[config.mk]
export PLATFORM = sky130hd
export DESIGN_NAME = decode_stage
export DESIGN_NICKNAME = d
export VERILOG_FILES = /design/src/rtl/rv32i_pkg.sv /design/src/rtl/imm_gen.sv /design/src/rtl/decode_stage.sv
export SDC_FILE = /design/constraint.sdc
export NUM_CORES = 1
export LEC_CHECK = 0
export ABC_AREA = 1
export BUFFER_PORTS_ARGS = -buffer_cell sky130_fd_sc_hd__clkbuf_2
export CAP_MARGIN = 20
export CORE_ASPECT_RATIO = 0.6
export CORE_MARGIN = 4
export CORE_UTILIZATION = 35
export CTS_CLUSTER_DIAMETER = 50
export CTS_CLUSTER_SIZE = 20
export DETAILED_ROUTE_END_ITERATION = 10
export GPL_TIMING_DRIVEN = 0
export REMOVE_ABC_BUFFERS = 1
export SYNTH_ARGS = -nofsm -noshare
export SYNTH_HDL_FRONTEND = slang
export SYNTH_HIERARCHICAL = 1
export SYNTH_SLANG_ARGS = --single-unit
[constraint.sdc]
create_clock -name clk_i -period 2.9 [get_ports clk_i]
set_input_delay 0 -clock clk_i [delete_from_list [all_inputs] [get_ports clk_i]]
set_output_delay 0 -clock clk_i [all_outputs]
set_load 0.02 [all_outputs]
[src/rtl/rv32i_pkg.sv]
// RV32I decode definitions: base opcodes, instruction format enum, decoded field bundle.
// No logic; shared by the decode stage and its immediate generator.
package rv32i_pkg;

    localparam logic [6:0] LUI      = 7'h37;
    localparam logic [6:0] AUIPC    = 7'h17;
    localparam logic [6:0] JAL      = 7'h6F;
    localparam logic [6:0] JALR     = 7'h67;
    localparam logic [6:0] BRANCH   = 7'h63;
    localparam logic [6:0] LOAD     = 7'h03;
    localparam logic [6:0] STORE    = 7'h23;
    localparam logic [6:0] OP_IMM   = 7'h13;
    localparam logic [6:0] OP       = 7'h33;
    localparam logic [6:0] MISC_MEM = 7'h0F;
    localparam logic [6:0] SYSTEM   = 7'h73;

    localparam logic [6:0] FUNCT7_BASE = 7'h00;
    localparam logic [6:0] FUNCT7_ALT  = 7'h20;

    typedef enum logic [2:0] {
        FMT_R    = 3'd0,
        FMT_I    = 3'd1,
        FMT_S    = 3'd2,
        FMT_B    = 3'd3,
        FMT_U    = 3'd4,
        FMT_J    = 3'd5,
        FMT_NONE = 3'd6
    } fmt_e;

    // XLEN-independent part of a decoded entry; pc and imm are added per instance.
    typedef struct packed {
        logic [6:0] opcode;
        logic [4:0] rd;
        logic [2:0] funct3;
        logic [4:0] rs1;
        logic [4:0] rs2;
        logic [6:0] funct7;
        fmt_e       fmt;
        logic       illegal;
    } fields_t;

endpackage

[src/rtl/imm_gen.sv]
// Immediate generator: sign-extended XLEN immediate chosen by instruction format.
// Purely combinational; no state and no handshake.
module imm_gen
    import rv32i_pkg::*;
#(
    parameter int XLEN = 32
) (
    input  logic [31:7]     inst_i,
    input  fmt_e            fmt_i,
    output logic [XLEN-1:0] imm_o
);

    logic [31:0] imm32;

    always_comb begin
        imm32 = 32'd0;
        case (fmt_i)
            FMT_I:   imm32 = {{20{inst_i[31]}}, inst_i[31:20]};
            FMT_S:   imm32 = {{20{inst_i[31]}}, inst_i[31:25], inst_i[11:7]};
            FMT_B:   imm32 = {{20{inst_i[31]}}, inst_i[7], inst_i[30:25], inst_i[11:8], 1'b0};
            FMT_U:   imm32 = {inst_i[31:12], 12'd0};
            FMT_J:   imm32 = {{12{inst_i[31]}}, inst_i[19:12], inst_i[20], inst_i[30:21], 1'b0};
            default: imm32 = 32'd0;
        endcase
    end

    // Every 32-bit immediate already carries inst[31] as its sign; widen it to XLEN.
    assign imm_o = XLEN'($signed(imm32));

endmodule

[src/rtl/decode_stage.sv]
// Registered RV32I decode stage: fields, format, immediate and illegal flag; 1-cycle latency.
// Backpressure through a 2-entry skid (registered in_ready_o) or a single register when SKID_EN=0.
module decode_stage
    import rv32i_pkg::*;
#(
    parameter int XLEN       = 32,
    parameter int SKID_EN    = 1,
    parameter int ILLEGAL_EN = 1
) (
    input  logic            clk_i,
    input  logic            rst_i,
    input  logic            flush_i,
    input  logic            in_valid_i,
    output logic            in_ready_o,
    input  logic [31:0]     inst_i,
    input  logic [XLEN-1:0] pc_i,
    output logic            out_valid_o,
    input  logic            out_ready_i,
    output logic [XLEN-1:0] pc_o,
    output logic [6:0]      opcode_o,
    output logic [4:0]      rd_o,
    output logic [2:0]      funct3_o,
    output logic [4:0]      rs1_o,
    output logic [4:0]      rs2_o,
    output logic [6:0]      funct7_o,
    output logic [2:0]      fmt_o,
    output logic [XLEN-1:0] imm_o,
    output logic            illegal_o
);

    typedef struct packed {
        logic [XLEN-1:0] pc;
        fields_t         f;
        logic [XLEN-1:0] imm;
    } decoded_t;

    localparam logic [1:0] ST_EMPTY = 2'd0;
    localparam logic [1:0] ST_ONE   = 2'd1;
    localparam logic [1:0] ST_TWO   = 2'd2;

    logic [6:0] opc;
    logic [2:0] f3;
    logic [6:0] f7;
    fmt_e       fmt_dec;
    logic       ill_raw;
    fields_t    f_dec;
    logic [XLEN-1:0] imm_dec;
    decoded_t   in_ent;

    assign opc = inst_i[6:0];
    assign f3  = inst_i[14:12];
    assign f7  = inst_i[31:25];

    always_comb begin
        fmt_dec = FMT_NONE;
        ill_raw = 1'b0;
        case (opc)
            OP: begin
                fmt_dec = FMT_R;
                if (f7 != FUNCT7_BASE && f7 != FUNCT7_ALT) ill_raw = 1'b1;
                if (f7 == FUNCT7_ALT && f3 != 3'd0 && f3 != 3'd5) ill_raw = 1'b1;
            end
            OP_IMM: begin
                fmt_dec = FMT_I;
                // Only the shift encodings constrain funct7.
                if (f3 == 3'd1 && f7 != FUNCT7_BASE) ill_raw = 1'b1;
                if (f3 == 3'd5 && f7 != FUNCT7_BASE && f7 != FUNCT7_ALT) ill_raw = 1'b1;
            end
            LOAD: begin
                fmt_dec = FMT_I;
                if (f3 == 3'd3 || f3 == 3'd6 || f3 == 3'd7) ill_raw = 1'b1;
            end
            JALR: begin
                fmt_dec = FMT_I;
                if (f3 != 3'd0) ill_raw = 1'b1;
            end
            SYSTEM, MISC_MEM: fmt_dec = FMT_I;
            STORE: begin
                fmt_dec = FMT_S;
                if (f3 > 3'd2) ill_raw = 1'b1;
            end
            BRANCH: begin
                fmt_dec = FMT_B;
                if (f3 == 3'd2 || f3 == 3'd3) ill_raw = 1'b1;
            end
            LUI, AUIPC: fmt_dec = FMT_U;
            JAL:        fmt_dec = FMT_J;
            default: begin
                fmt_dec = FMT_NONE;
                ill_raw = 1'b1;
            end
        endcase
        if (inst_i[1:0] != 2'b11) ill_raw = 1'b1;
    end

    always_comb begin
        f_dec.opcode  = opc;
        f_dec.rd      = (fmt_dec == FMT_S || fmt_dec == FMT_B) ? 5'd0 : inst_i[11:7];
        f_dec.funct3  = f3;
        f_dec.rs1     = (fmt_dec == FMT_U || fmt_dec == FMT_J) ? 5'd0 : inst_i[19:15];
        f_dec.rs2     = (fmt_dec == FMT_R || fmt_dec == FMT_S || fmt_dec == FMT_B)
                        ? inst_i[24:20] : 5'd0;
        f_dec.funct7  = f7;
        f_dec.fmt     = fmt_dec;
        f_dec.illegal = (ILLEGAL_EN != 0) && ill_raw;
    end

    imm_gen #(
        .XLEN (XLEN)
    ) u_imm_gen (
        .inst_i (inst_i[31:7]),
        .fmt_i  (fmt_dec),
        .imm_o  (imm_dec)
    );

    assign in_ent = '{pc: pc_i, f: f_dec, imm: imm_dec};

    logic [1:0] state_q, state_d;
    logic       in_rdy_q;
    decoded_t   main_q, main_d;
    decoded_t   skid_q, skid_d;
    logic       in_fire, out_fire;

    assign out_valid_o = (state_q != ST_EMPTY);
    assign in_ready_o  = (SKID_EN != 0) ? in_rdy_q : (!out_valid_o || out_ready_i);
    assign in_fire     = in_valid_i && in_ready_o;
    assign out_fire    = out_valid_o && out_ready_i;

    // With SKID_EN=0, ONE only accepts while draining, so TWO is unreachable.
    always_comb begin
        state_d = state_q;
        main_d  = main_q;
        skid_d  = skid_q;
        case (state_q)
            ST_EMPTY: begin
                if (in_fire) begin
                    main_d  = in_ent;
                    state_d = ST_ONE;
                end
            end
            ST_ONE: begin
                if (in_fire && !out_fire) begin
                    skid_d  = in_ent;
                    state_d = ST_TWO;
                end else if (in_fire && out_fire) begin
                    main_d  = in_ent;
                end else if (out_fire) begin
                    state_d = ST_EMPTY;
                end
            end
            ST_TWO: begin
                if (out_fire) begin
                    main_d  = skid_q;
                    state_d = ST_ONE;
                end
            end
            default: state_d = ST_EMPTY;
        endcase
        if (flush_i) begin
            state_d = ST_EMPTY;
        end
    end

    always_ff @(posedge clk_i) begin
        if (rst_i) begin
            state_q  <= ST_EMPTY;
            in_rdy_q <= 1'b1;
            main_q   <= '0;
            skid_q   <= '0;
        end else begin
            state_q  <= state_d;
            in_rdy_q <= (state_d != ST_TWO);
            main_q   <= main_d;
            skid_q   <= skid_d;
        end
    end

    assign pc_o      = main_q.pc;
    assign opcode_o  = main_q.f.opcode;
    assign rd_o      = main_q.f.rd;
    assign funct3_o  = main_q.f.funct3;
    assign rs1_o     = main_q.f.rs1;
    assign rs2_o     = main_q.f.rs2;
    assign funct7_o  = main_q.f.funct7;
    assign fmt_o     = main_q.f.fmt;
    assign imm_o     = main_q.imm;
    assign illegal_o = main_q.f.illegal;

endmodule
==> results.md <==
- Outcome: finished, final reports clean
- Clk_skew: 0.0179 ns
- Gr usage total: 0.183
- R2r worst-path depth: 6
- Drc violations: 0
- Final Cell Area: 11100 sq um
- Pwr Total: 6.61 mW
- DR iter-0 viols: 600
- CP Launch Type: flip-flop
- Max Fclk: 0.396 GHz
- Final GP Congestion: 0.793
- Filler instances: 2442
- Mapped Cells: 1188
- MaxCap Viol Count: 0
- Row count: 44
- Most frequent cells in the layout: 237 x nand2_1, 203 x dfxtp_1, 170 x clkbuf_2
- Root Driver: clkbuf_16
- Critical path's slowest cell: dlygate4sd3_1
- Top delay family on crit path: buffers and inverters
- Slew @ Worst Pin: 0.889 ns
- Htree depth: 1
- Worst Path Required: 3.36 ns
- Total I/O pin count: 171
- Final number of hold-violating endpoints: 0
- RSZ-0062 raised after global routing: false
- Hpwl dp: 15800 um
- Commonest non-fill, non-tap cell in the layout: nand2_1
- Starting Density: 0.358
- Fin Setup TNS: 0 ns
- Area of the multi-input gates: 3730 sq um
- Slew Viols, Final: 0
- Crit. End Element: flip-flop
- Pleak: 4.66 nW
- IR drop worst, VDD: 0.000308 V
- FF-to-FF Start: state_q[0]
- Clock Latency Late Sink: 0.52 ns
- Crit Reg-Reg Endpoint: skid_q[89]
- Largest stage delay, worst path: 0.57 ns
- Vias in the first global route: 7693
- Clock-pin slew on the worst setup and hold paths: 0.08 ns
- Fin util: 0.458
- Worst hold stages: 5
- Routed wire per std cell: 15.2 um
- # diodes: 0
- Final critical-path required period: 2.53 ns
- Hold path startpoint: inst_i[5]
- Worst setup margin: 0.374 ns
- Post-placement cell area: 9630 sq um
- Hold WS: 0.116 ns
- Die Y-Extent: 130 um
- Yosys warnings: 6
- First-pass GRT wire length: 41600 um
- Clock sink total: 203
- Cell area after synthesis: 8680 sq um
- Syn_area_per_cell: 7.31 sq um
- Post-route ant nets: 0
- P&R area growth vs syn: 28.1%
- Die width: 211 um
- Finished Layout Cells: 1702
- Setup violations, final: 0
- Sequential fraction of the synthesis area: 0.468
- Max clock buf depth: 3
- DRT Wirelength: 25900 um
- Via Count: 8448
- Hold EP: rs2_o[4]
- Worst Setup Path Type: flip-flop to flip-flop
- Final nets: 1434
- DRT Pass-1 Iters: 5
- Pwr per Cell Area: 594 nW/um^2
- WP data arrival: 2.98 ns
- Via density: 4.96
- Pin count of the biggest net entering global routing: 120
- Die area: 27500 sq um
- Core Box Area: 24300 sq um
- GR Overflow Total: 0
- Max transition margin: 0.405
- Pre-CTS WS: -0.714 ns
- Yosys cell types: 27
- Number of I/O port buffers: 170
- Initial antenna violation count: 0
- Register area: 4060 sq um
- CTS Buf Count: 21
- Register bit total from synthesis: 203
- CP bufs+invs: 2
- Final period util: 0.871
- Reg-to-reg setup timing slack: 0.37 ns
- Share of cells above drive strength 1: 0.173
- Worst Hold Class: input port to flip-flop
- CP cell instances: nor3b_2 -> nand2_8 -> inv_4 -> nand2_1 -> a21oi_1 -> dlygate4sd3_1
- CTS tree: built
- Placed cells: 1590
- Crit-path max FO: 78
==> power breakdown <==
group | switching (mW) | leakage, nW | internal (mW)
combinational | 0.526 | 2.65 | 0.299
sequential | 0.0685 | 1.66 | 2.92
clock | 1.34 | 0.348 | 1.46
==> worst min-delay path, stage by stage <==
cell      delay, ns
clkbuf_2       0.14
nand2_2        0.12
a21oi_2        0.17
nand3_1        0.10
a21oi_1        0.06
==> per-layer routing <==
layer  vias up  wire length, um  part of all wire  track usage
met4         0              335             0.013       0.0265
met5         -                0                 0            0
met2       186            10900              0.42        0.286
li1       4336                -                 -            -
met3        23             1660             0.064       0.0442
met1      3903            13000              0.50        0.264
==> state kept, by name, indices dropped and copies added, names as in the netlist, 3 cells and up <==
name and cells:
opcode_o 7, pc_o 32, funct7_o 7, rs1_o 5, fmt_o 3, funct3_o 3, imm_o 32, rd_o 5
rs2_o 5, skid_q 100
==> timing repair <==
action	4_1_cts	5_1_grt
hold buffers	73	0
pin swaps	0	1
setup buffers	0	1
endpoints found under the hold margin	173	0
endpoints found under the setup margin	48	44
resized for setup	2	5
==> layout make-up <==
class | count | share of cell area
multi-input combinational | 772 | 0.336
inverter | 116 | 0.0405
tap | 322 | 0.0362
timing repair buffer | 251 | 0.158
clock inverter | 15 | 0.0159
clock buffer | 23 | 0.0488
sequential | 203 | 0.365
==> synthesized netlist by cell type <==
library cell,number,share of area
nor2_2,3,0.0022
o211ai_2,1,0.0014
nand3_4,1,0.0020
nor3b_1,1,0.00087
clkbuf_1,45,0.019
o21bai_1,3,0.0026
clkinv_1,1,0.00043
nand4_1,5,0.0036
nand2_2,4,0.0029
o21a_1,1,0.00087
o21ai_0,154,0.089
buf_1,1,0.00043
a21oi_1,126,0.073
a31oi_1,81,0.058
dfxtp_1,203,0.47
buf_4,5,0.0043
a211oi_1,1,0.00087
o211ai_1,5,0.0043
buf_6,9,0.012
nor2_1,41,0.018
o21ai_1,36,0.021
nand2_1,238,0.10
nand3_2,1,0.0012
inv_2,8,0.0035
inv_1,107,0.046
buf_2,37,0.021
nand3_1,70,0.040
==> how the worst max path moves through the flow <==
stage,start,end,slack [ns],cells after the start
finish,state_q[0],skid_q[89],0.37,6
global route,inst_i[2],imm_o[29],0.19,12
CTS,state_q[0],skid_q[88],0.08,6
detailed placement,inst_i[2],imm_o[28],-0.71,12
global placement,state_q[1],rd_o[3],-8.60,7
floorplan,state_q[1],rd_o[0],-2.98,7
==> cells by family (layout without fill, tap and decap cells) <==
family	count (synthesis)	count (layout)	synth area share
DFF	203	203	0.468
and+or+nand+nor	364	364	0.174
buffers and inverters	213	405	0.107
AOI/OAI and AO/OA	408	408	0.251
Note: power is estimated with default switching activity, not from simulation.
